### src/rtl/icache_refill_sched.sv
// I$ refill sequencer: stream-buffer lookup first, memory fallback on miss/timeout.
// Ports: clk_i/rst_i; en_i, flush_i; miss_req/addr/gnt; rtrn_*; pf_*; mem_*; perf pulses.
module icache_refill_sched #(
    parameter int PLEN         = 56,
    parameter int LINE_WIDTH   = 128,
    parameter int WAIT_TIMEOUT = 16
) (
    input  logic                  clk_i,
    input  logic                  rst_i,
    input  logic                  en_i,
    input  logic                  flush_i,
    input  logic                  miss_req_i,
    input  logic [PLEN-1:0]       miss_addr_i,
    output logic                  miss_gnt_o,
    output logic                  rtrn_valid_o,
    output logic [LINE_WIDTH-1:0] rtrn_data_o,
    output logic                  rtrn_src_o,
    output logic                  pf_req_o,
    output logic [PLEN-1:0]       pf_addr_o,
    input  logic                  pf_found_i,
    input  logic                  pf_ready_i,
    input  logic [LINE_WIDTH-1:0] pf_data_i,
    output logic                  mem_req_o,
    output logic [PLEN-1:0]       mem_addr_o,
    input  logic                  mem_gnt_i,
    input  logic                  mem_rvalid_i,
    input  logic [LINE_WIDTH-1:0] mem_rdata_i,
    output logic                  pf_hit_o,
    output logic                  pf_miss_o,
    output logic                  pf_timeout_o
);
    localparam int LINE_OFFSET = $clog2(LINE_WIDTH / 8);
    localparam int CNT_W       = $clog2(WAIT_TIMEOUT);

    typedef enum logic [2:0] {
        IDLE, LOOKUP, PF_CHECK, PF_WAIT,
        MEM_REQ, MEM_WAIT, DRAIN, RETURN
    } state_e;

    state_e                state_q, state_d;
    logic [CNT_W-1:0]      cnt_q, cnt_d;
    logic [PLEN-1:0]       addr_q, addr_d;
    logic [LINE_WIDTH-1:0] data_q, data_d;
    logic                  src_q, src_d;
    logic                  flush_q, flush_d;
    logic                  wait_last;
    logic                  unused_offset;

    // Offset bits of the miss address never reach the line address.
    assign unused_offset = ^miss_addr_i[LINE_OFFSET-1:0];
    assign wait_last = (cnt_q == CNT_W'(WAIT_TIMEOUT - 1));

    always_ff @(posedge clk_i) begin
        if (rst_i) begin
            state_q <= IDLE;
            cnt_q   <= '0;
            addr_q  <= '0;
            data_q  <= '0;
            src_q   <= 1'b0;
            flush_q <= 1'b0;
        end else begin
            state_q <= state_d;
            cnt_q   <= cnt_d;
            addr_q  <= addr_d;
            data_q  <= data_d;
            src_q   <= src_d;
            flush_q <= flush_d;
        end
    end

    always_comb begin
        state_d = state_q;
        cnt_d   = cnt_q;
        addr_d  = addr_q;
        data_d  = data_q;
        src_d   = src_q;
        flush_d = flush_q;
        unique case (state_q)
            IDLE: begin
                if (miss_req_i && !flush_i) begin
                    addr_d  = {miss_addr_i[PLEN-1:LINE_OFFSET],
                               {LINE_OFFSET{1'b0}}};
                    state_d = en_i ? LOOKUP : MEM_REQ;
                end
            end
            LOOKUP: begin
                state_d = flush_i ? IDLE : PF_CHECK;
            end
            PF_CHECK: begin
                if (flush_i) begin
                    state_d = IDLE;
                end else if (!pf_found_i) begin
                    state_d = MEM_REQ;
                end else if (pf_ready_i) begin
                    data_d  = pf_data_i;
                    src_d   = 1'b1;
                    state_d = RETURN;
                end else begin
                    cnt_d   = '0;
                    state_d = PF_WAIT;
                end
            end
            PF_WAIT: begin
                cnt_d = cnt_q + 1'b1;
                if (flush_i) begin
                    state_d = IDLE;
                end else if (pf_ready_i) begin
                    data_d  = pf_data_i;
                    src_d   = 1'b1;
                    state_d = RETURN;
                end else if (wait_last) begin
                    state_d = MEM_REQ;
                end
            end
            MEM_REQ: begin
                // The request stays up until granted; a flush only
                // redirects the granted transfer into DRAIN.
                flush_d = flush_q | flush_i;
                if (mem_gnt_i) begin
                    flush_d = 1'b0;
                    state_d = (flush_q || flush_i) ? DRAIN : MEM_WAIT;
                end
            end
            MEM_WAIT: begin
                if (flush_i) begin
                    state_d = mem_rvalid_i ? IDLE : DRAIN;
                end else if (mem_rvalid_i) begin
                    data_d  = mem_rdata_i;
                    src_d   = 1'b0;
                    state_d = RETURN;
                end
            end
            DRAIN: begin
                if (mem_rvalid_i) begin
                    state_d = IDLE;
                end
            end
            RETURN: begin
                state_d = IDLE;
            end
            default: begin
                state_d = IDLE;
            end
        endcase
    end

    always_comb begin
        miss_gnt_o   = (state_q == IDLE) && miss_req_i && !flush_i;
        pf_req_o     = (state_q == LOOKUP);
        mem_req_o    = (state_q == MEM_REQ);
        rtrn_valid_o = (state_q == RETURN) && !flush_i;
        pf_addr_o    = addr_q;
        mem_addr_o   = addr_q;
        rtrn_data_o  = data_q;
        rtrn_src_o   = src_q;
        pf_hit_o     = !flush_i &&
                       (((state_q == PF_CHECK) && pf_found_i && pf_ready_i) ||
                        ((state_q == PF_WAIT) && pf_ready_i));
        pf_miss_o    = !flush_i && (state_q == PF_CHECK) && !pf_found_i;
        pf_timeout_o = !flush_i && (state_q == PF_WAIT) &&
                       !pf_ready_i && wait_last;
    end

endmodule
### config.mk
export PLATFORM = sky130hd
export DESIGN_NAME = icache_refill_sched
export DESIGN_NICKNAME = d
export VERILOG_FILES = /design/src/rtl/icache_refill_sched.sv
export SDC_FILE = /design/constraint.sdc
export NUM_CORES = 1
export LEC_CHECK = 0
export BUFFER_PORTS_ARGS = -buffer_cell sky130_fd_sc_hd__buf_2
export CAP_MARGIN = 15
export CORE_AREA = 2 2 224 226
export CTS_BUF_LIST = sky130_fd_sc_hd__clkbuf_2
export DETAILED_ROUTE_END_ITERATION = 7
export DIE_AREA = 0 0 226 228
export MAX_ROUTING_LAYER = met4
export REMOVE_ABC_BUFFERS = 1
export SETUP_SLACK_MARGIN = 0.3
export SYNTH_ARGS = -nofsm -noshare
export SYNTH_HDL_FRONTEND = slang
export SYNTH_SLANG_ARGS = --single-unit
export TNS_END_PERCENT = 20
### constraint.sdc
create_clock -name clk_i -period 2.6 [get_ports clk_i]
set_clock_uncertainty 0.1 [all_clocks]
set_input_delay 0.52 -clock clk_i [delete_from_list [all_inputs] [get_ports clk_i]]
set_output_delay 0.52 -clock clk_i [all_outputs]
set_load 0.05 [all_outputs]
# After elaboration in Yosys (flattened, before gate mapping)
# Index checks and enable logic that the tools add are counted.
# W data, S select, Z words.
[word_totals]
register_bits = 189
wordCells = 87
[classes]
n_addsub = 1
eq_ne = 19
muxes = 35
bitwise_logic = 1
n_reduce_logical = 25
[ops]
columns = ["operator", "n"]
rows = [
  ["$mux W128", 6],
  ["$pmux W128 S3", 1],
  ["$mux W3", 13],
  ["$pmux W3 S8", 1],
  ["$ne A2 B2 Y1 const B", 8],
  ["$logic_and A1 B1 Y1", 13],
  ["$eq A3 B3 Y1 const B", 4],
  ["$mux W4", 3],
  ["$pmux W4 S2", 1],
  ["$mux W1", 7],
  ["$eq A3 B2 Y1 const B", 2],
  ["$reduce_and A6 Y1", 1],
  ["$reduce_and A5 Y1", 1],
  ["$add A4 B1 Y4 const B", 1],
  ["$eq A4 B4 Y1 const B", 1],
  ["$mux W2", 2],
  ["$ne A4 B4 Y1 const B", 1],
  ["$reduce_and A4 Y1", 1],
  ["$eq A3 B1 Y1 const B", 1],
  ["$logic_not A1 Y1", 3],
  ["$logic_not A3 Y1", 1],
  ["$ne A3 B3 Y1 const B", 1],
  ["$pmux W1 S3", 1],
  ["$reduce_bool A3 Y1", 1],
  ["5 further kinds", 6],
]

# Depth between registers and ports, before layout
# Gate-level depths: netlist of the first run.
[depth]
ltp_word = 5
ltp_mapped = 8
depth_no_buf = 5

# Least setup slack after synthesis of the first run
# Ideal clock, no wire load.
[synth_timing]
kind = "register -> output"
startpoint = "register state_q[0]"
endpoint = "output port pf_timeout_o"
t_arrival_ns = 2.207
required_ns = 1.980
path_slack_ns = -0.227
stages_incl_launch_ff = 5
path_cell_list = "dfxtp_1 clkbuf_1 buf_1 nand2_1 nor3b_1"
[synth_via]
elab_chain_len = 4
[synth_rtl]
columns = ["item", "line_no", "source"]
rows = [
  ["start, declared", "40", "state_e state_q, state_d;"],
  ["start signal, assigned", "62", "state_q <= state_d;"],
  ["$eq A3 B2 Y1", "160", "pf_timeout_o = !flush_i && (state_q == PF_WAIT) &&"],
  ["$logic_and A1 B1 Y1 (2 in series)", "160", ""],
  ["$logic_and A1 B1 Y1", "161", "!pf_ready_i && wait_last;"],
  ["end, declared", "30", "output logic pf_timeout_o"],
]
# Every way passes these cells.

# Worst setup path after layout of the first run
[layout_timing]
startpoint = "register state_q[2]"
endpoint = "output port miss_gnt_o"
[layout_via]
elab_chain_len = 3
[layout_rtl]
columns = ["item", "line_no", "source"]
rows = [
  ["$logic_not A3 Y1", "148", "miss_gnt_o = (state_q == IDLE) && miss_req_i && !flush_i;"],
  ["$logic_and A1 B1 Y1 (2 in series)", "148", ""],
  ["end, declared", "14", "output logic miss_gnt_o,"],
]
# Every way passes these cells.

==> results of run 1 <==
==> cell families (layout without fill, tap and decap cells) <==
group,after synthesis,after routing
compound gates,337,337
other cells,1,17
simple gates,146,146
mux,129,129
fa+ha+maj,1,1
flops,189,189
xor+xnor,2,2
buf+inv,159,1014
==> worst max-delay path, delay by kind of cell (launching register included) <==
| family | cells | cell delay, ns |
|---|---|---|
| and+or+nand+nor | 2 | 0.78 |
| DFF | 1 | 0.38 |
| buffers and inverters | 2 | 0.22 |
==> layout by cell type (no fill, tap or decap), types with 6 or more instances in the layout <==
cell type and n:
nand2_1 109, conb_1 8, buf_6 6, diode_2 9, buf_12 26, buf_4 45
a211oi_2 6, clkbuf_2 21, dfxtp_2 129, buf_8 222, a211oi_1 126, dfxtp_4 57
buf_2 315, mux2i_1 127, dlygate4sd3_1 363, a21oi_1 185
==> flip-flops by register name, summed over array words and instances, names as in the netlist <==
signal and flops:
rtrn_data_o 128, rtrn_src_o 1, mem_addr_o 52, cnt_q 4, flush_q 1, state_q 3
==> repair_timing <==
action / 4_1_cts / 5_1_grt
endpoints found under the hold margin: 189 / 0
hold buffers: 363 / 0
pin swaps: 5 / 4
setup buffers: 11 / 11
gates resized for setup: 887 / 130
setup endpoints to repair: 241 / 296
==> per-layer routing <==
layer | vias to the layer above | GRT usage [%] | routed length, µm
met3 | 160 | 5.19 | 4110
met4 | 0 | 10.9 | 2470
met1 | 5227 | 18.8 | 17500
li1 | 5123 | - | -
met2 | 689 | 30.2 | 23300
met5 | - | - | 0
==> power by group through the flow <==
stage               combinational, W  clock, W  sequential, W
floorplan                    0.00208         0        0.00631
global placement             0.00614         0        0.00392
detailed placement           0.00619         0        0.00393
CTS                          0.00797   0.00184        0.00426
global route                 0.00882   0.00193        0.00440
finish                       0.00845   0.00172        0.00434
==> stage by stage <==
stage,hold WS [ns],TNS (ns),util (%),cell area (µm²)
6_report,0.251,-1.21,38.5,19000
5_1_grt,0.0600,-3.24,38.5,19000
4_1_cts,0.00480,-3.02,37.5,18500
3_5_place_dp,0.360,0,24.2,11900
3_3_place_gp,0.355,0,24.2,11900
2_1_floorplan,0.347,-1291.06,-,7850
==> area by class of cell <==
type                            count  area, µm²
Fill cell                        4453      30400
Timing Repair Buffer              979       9520
Multi-Input combinational cell    623       4170
Sequential cell                   189       4160
Tap cell                          672        841
Clock inverter                     11        154
Clock buffer                       21        105
Antenna cell                        9       22.5
Inverter                            3       16.3
==> worst max path at each step <==
stage               cells after the start        endpoint  startpoint
floorplan                               4  rtrn_data_o[0]  state_q[0]
global placement                        5      miss_gnt_o     flush_i
detailed placement                      5      miss_gnt_o     flush_i
CTS                                     4      miss_gnt_o  state_q[2]
global route                            4       pf_miss_o  state_q[2]
finish                                  4      miss_gnt_o  state_q[2]
==> reports/qor.csv, run 1 <==
stage;metric;value;unit
timing;Final Max Tran Viols;0;
critical_path;critical path's largest stage delay;0.41;ns
detailed_routing;vias per cell;4.47;
critical_path;worst path cell trace;or3b_4 -> or3_4 -> clkinv_4 -> buf_8;
timing;Max-slew headroom;51.9;%
clocking;CTS Buf Count;17;
power_and_ir_drop;Tot Pwr;0.0145;W
logic_synthesis;Post-Synth Adder-Cell Area;0.143;%
critical_path;CP Data Arrival Time;2.33;ns
logic_synthesis;area of the mapped netlist;8750;µm²
power_and_ir_drop;Sw Pwr;0.00667;W
clocking;number of H-tree levels;4;
power_and_ir_drop;combinational power share;58.3;%
clocking;later-pin clock latency in the skew report;0.94;ns
power_and_ir_drop;Clock power frac;11.9;%
floorplan;Die H;228;µm
detailed_routing;remaining routing DRC violations;0;
detailed_routing;via count;11200;
placed_design;Port Buffers;556;
floorplan;row count;82;
logic_synthesis;asr flop ratio synth;0;%
placed_design;Placer Congestion;0.856;
floorplan;I/O Pins;569;
timing;RSZ-0062 raised after global routing;true;
global_routing;Overflow after GRT;0;
logic_synthesis;top cells by count, synth;189 x dfxtp_1, 185 x a21oi_1, 132 x a211oi_1;
power_and_ir_drop;LEAKAGE;8.46;nW
placed_design;Cell Count Post-Placement;2081;
logic_synthesis;warnings from Yosys;0;
global_routing;pin count of the biggest net entering global routing;75;
timing;Fmax;339;MHz
logic_synthesis;Post-Synth XOR/XNOR Area;0.200;%
power_and_ir_drop;Pint;0.00783;W
logic_synthesis;post-synth top area share;43.2;%
clocking;CTS Buffer Depth;2;
power_and_ir_drop;Reg power frac;29.9;%
timing;worst slew pin tran;0.721;ns
placed_design;post-DP HPWL;26.4;mm
placed_design;DP Worst Slack;0.0959;ns
worst_hold_path;Hold Crit Start;miss_addr_i[18];
detailed_routing;WL final;47.4;mm
power_and_ir_drop;cell area power density;764;nW/µm²
worst_hold_path;worst hold path class;primary input to register;
timing;# setup viols final;6;
worst_hold_path;hold endpoint;mem_addr_o[18];
detailed_routing;Detail Route Antenna Nets;0;
critical_path;reg2reg setup slack;0.33;ns
critical_path;Worst Setup Start Kind;register;
global_routing;initial antenna violation count;11;
clocking;clk root buf;clkbuf_2;
floorplan;die area;51500;µm²
logic_synthesis;Yosys top cell by area;dfxtp_1;
critical_path;critical path fanouts, max;2;
detailed_routing;router iterations before antenna repair;5;
clocking;CTS tree;done;
timing;Final Hold Violating Endpoints;0;
logic_synthesis;Mapped Cells;964;
finish;Post-Layout Cell Count;2507;
floorplan;Initial Utilization;17.7;%
finish;Layout Nets;2135;
worst_hold_path;hold depth;4;
logic_synthesis;Mean Syn Cell Area;9.08;µm²
logic_synthesis;top post-synthesis cells by area;dfxtp_1 43%, mux2i_1 15%, a211oi_1 11%, a21oi_1 11%, buf_4 5.2%;
logic_synthesis;register area share after synthesis;43.2;%
floorplan;total core area;49300;µm²
clocking;Clock transition at path regs;0.27;ns
logic_synthesis;Compound-Gate Fraction of Synth Area;23.6;%
timing;Period minus WS final;2.95;ns
critical_path;FF-to-FF path depth;8;
timing;setup ws final;-0.349;ns
critical_path;Setup crit end kind;primary output;
critical_path;worst r2r dst;rtrn_data_o[32];
logic_synthesis;Cell variety after synth;40;
status;run status;finished, violations left;
critical_path;r2r startpoint;state_q[0];
detailed_routing;Iter 0 DRT Violations;582;
power_and_ir_drop;Sw Share;46.0;%
power_and_ir_drop;Worst VDD drop;353;µV
clocking;clock sinks;189;
run;Max Cap Viol;0;
status;failing checks;negative setup slack;
critical_path;Worst Path Required;1.98;ns
critical_path;kind of critical path;register to primary output;
logic_synthesis;Synth Area in Simple Gates;7.24;%
detailed_routing;WL per Instance;18.9;µm
logic_synthesis;main combinational cell family by area after synthesis;compound AO/OA/AOI/OAI gates;
logic_synthesis;top-count cell post-synth;dfxtp_1;
global_routing;vias in the first global route;12000;
logic_synthesis;synthesis-stage register bit count;189;
global_routing;first-pass GRT wire length;69.0;mm
floorplan;Die X-Extent;226;µm
finish;Layout area overhead;117;%
logic_synthesis;Post-synth EDFFs;0;
timing;Final Cycle Share;113;%
logic_synthesis;post-synthesis mux area share;14.8;%
finish;proportion of layout cells with a drive suffix above 1;47.0;%
critical_path;crit path max-delay cell type;or3_4;
global_routing;GR Util All Layers;18.1;%
logic_synthesis;Main synth FF type;dfxtp_1;
Note: power is estimated with default switching activity, not from simulation.
==> inputs of run 2 (changes only) <==
RECOVER_POWER = 100   (was default)
==> reports/qor.csv, run 2 (synthesized netlist as in run 1, its figures left out) <==
stage;metric;value;unit;change
timing;setup ws final;-0.362;ns;-0.0126 ns
detailed_routing;WL final;47.5;mm;+0.18%
detailed_routing;remaining routing DRC violations;0;;unchanged
timing;worst slew pin tran;0.737;ns;+0.0160 ns
finish;register area;3820;µm²;-8.2%
clocking;CTS Buffer Depth;2;;unchanged
clocking;CTS Buf Count;17;;unchanged
floorplan;row count;82;;unchanged
critical_path;CP Data Arrival Time;2.34;ns;about the same
detailed_routing;Iter 0 DRT Violations;572;;-1.7%
timing;Fmax;338;MHz;-0.43%
floorplan;I/O Pins;569;;unchanged
power_and_ir_drop;Worst VDD drop;359;µV;+1.6%
power_and_ir_drop;Clock power frac;12.2;%;+0.3 points
critical_path;Setup crit end kind;primary output;;
clocking;later-pin clock latency in the skew report;0.95;ns;about the same
critical_path;Worst Path Required;1.98;ns;about the same
finish;Finished Cell Area;18100;µm²;-4.5%
floorplan;total core area;49300;µm²;unchanged
timing;setup TNS;-1.30;ns;-0.0915 ns
placed_design;Port Buffers;556;;unchanged
global_routing;first-pass GRT wire length;69.0;mm;unchanged
detailed_routing;via count;11200;;+0.21%
clocking;Clock transition at path regs;0.27;ns;about the same
placed_design;post-DP HPWL;26.4;mm;unchanged
finish;Layout area overhead;107;%;
critical_path;critical path fanouts, max;2;;unchanged
status;run status;finished, violations left;;
finish;Layout Nets;2135;;unchanged
worst_hold_path;hold depth;4;;unchanged
critical_path;FF-to-FF path depth;9;;+1
finish;Fillers;4690;;+5.3%
global_routing;Overflow after GRT;0;;unchanged
floorplan;Die H;228;µm;unchanged
timing;Final Cycle Share;114;%;+0.48 points
placed_design;DP Worst Slack;0.0959;ns;unchanged
critical_path;Worst Setup Start Kind;register;;
floorplan;Die X-Extent;226;µm;unchanged
floorplan;Initial Utilization;17.7;%;unchanged
power_and_ir_drop;Pint;0.00747;W;-4.6%
status;failing checks;negative setup slack;;
timing;# setup viols final;6;;unchanged
power_and_ir_drop;Tot Pwr;0.0141;W;-2.7%
critical_path;Buf/Inv on CP;2;;unchanged
floorplan;die area;51500;µm²;unchanged
placed_design;Placer Congestion;0.856;;unchanged
timing;Period minus WS final;2.96;ns;+0.0126 ns
global_routing;pin count of the biggest net entering global routing;75;;unchanged
critical_path;crit path max-delay cell type;or3_4;;
detailed_routing;Detail Route Antenna Nets;0;;unchanged
timing;Final Max Tran Viols;0;;unchanged
clocking;clk root buf;clkbuf_2;;
global_routing;GR Util All Layers;18.1;%;unchanged
clocking;clock sinks;189;;unchanged
power_and_ir_drop;combinational power share;58.2;%;about the same
finish;proportion of layout cells with a drive suffix above 1;37.2;%;-9.7 points
run;Max Cap Viol;0;;unchanged
timing;RSZ-0062 raised after global routing;true;;
power_and_ir_drop;Sw Pwr;0.00664;W;-0.48%
finish;multi-input logic area;4170;µm²;unchanged
critical_path;Largest delay share family, worst path;simple AND/OR/NAND/NOR gates;;
clocking;number of H-tree levels;4;;unchanged
finish;commonest cells after routing, fill and taps aside;363 x dlygate4sd3_1, 326 x buf_2, 185 x a21oi_1;;
clocking;CTS tree;done;;
timing;worst hold slack;0.245;ns;-0.00664 ns
global_routing;vias in the first global route;12000;;unchanged
detailed_routing;router iterations before antenna repair;5;;unchanged
finish;leading cell type in the layout, fill and taps excluded;dlygate4sd3_1;;
critical_path;critical path's largest stage delay;0.41;ns;about the same
power_and_ir_drop;LEAKAGE;8.21;nW;-2.9%
detailed_routing;vias per cell;4.48;;+0.21%
placed_design;DP Area;11900;µm²;unchanged
power_and_ir_drop;Sw Share;47.1;%;+1.1 points
global_routing;initial antenna violation count;11;;unchanged
power_and_ir_drop;Reg power frac;29.6;%;-0.3 points
timing;Max-slew headroom;50.8;%;-1.1 points
power_and_ir_drop;cell area power density;778;nW/µm²;+1.8%
critical_path;CP Depth;4;;unchanged
worst_hold_path;worst hold path class;primary input to register;;
finish;max FFs per register;128;;unchanged
critical_path;kind of critical path;register to primary output;;
timing;Final Hold Violating Endpoints;0;;unchanged
detailed_routing;WL per Instance;18.9;µm;+0.18%
critical_path;worst path cell trace;or3b_4 -> or3_4 -> clkinv_4 -> buf_8;;
run 2: cell types whose count changed in the layout (fill, tap and decap cells not counted):
cell	previous run	this run
buf_4	45	42
clkbuf_4	0	30
clkbuf_1	0	4
buf_8	222	172
dfxtp_4	57	7
dfxtp_1	3	177
buf_12	26	22
clkbuf_8	0	1
buf_2	315	326
buf_16	2	1
buf_6	6	7
dfxtp_2	129	5
clkbuf_2	21	32
run 2: path summary, 6_finish.rpt:
kind,from,endpoint,slack (ns)
worst max-delay path,state_q[2],miss_gnt_o,-0.36
worst min-delay path,miss_addr_i[18],mem_addr_o[18],0.24
worst max register to register,state_q[0],rtrn_data_o[30],0.01
worst min register to register,mem_addr_o[25],mem_addr_o[25],0.42
run 2: power groups by stage:
stage | clock (W) | sequential (W) | combinational [W]
final | 0.00172 | 0.00417 | 0.00821
after global placement | 0 | 0.00392 | 0.00614
after CTS | 0.00184 | 0.00426 | 0.00797
after global routing | 0.00194 | 0.00423 | 0.00858
after floorplan | 0 | 0.00631 | 0.00208
after detailed placement | 0 | 0.00393 | 0.00619
run 2: worst min-delay path, cell delays in order:
cell	delay (ns)
dlygate4sd3_1	0.53
buf_2	0.12
nand2_1	0.07
a21oi_1	0.06
run 2: cell type report:
| cell class | count | area share [%] |
|---|---|---|
| multi-input combinational | 623 | 23.0 |
| timing repair buffer | 979 | 49.7 |
| tap | 672 | 4.64 |
| sequential | 189 | 21.0 |
| clock buffer | 21 | 0.579 |
| inverter | 3 | 0.0897 |
| clock inverter | 11 | 0.848 |
| antenna | 9 | 0.124 |
run 2: metrics by stage:
stage,util (%),std cells
2_1_floorplan,-,815
3_3_place_gp,24.2,2081
3_5_place_dp,24.2,2081
4_1_cts,37.5,2487
5_1_grt,36.8,2506
6_report,36.8,2507
run 2: per-layer routing:
| metal | track usage [%] | share of wire (%) | vias to the layer above |
|---|---|---|---|
| li1 | - | - | 5124 |
| met1 | 18.8 | 38 | 5256 |
| met2 | 30.2 | 49 | 666 |
| met3 | 5.19 | 8.3 | 176 |
| met4 | 10.9 | 5.4 | 0 |
| met5 | - | 0 | - |
run 2: what timing repair did:
item,in CTS,in global routing
endpoints found under the setup margin,241,296
buffers inserted,11,11
hold buffers,363,0
gates resized for setup,887,130
pin swaps,5,4
hold endpoints to repair,189,0
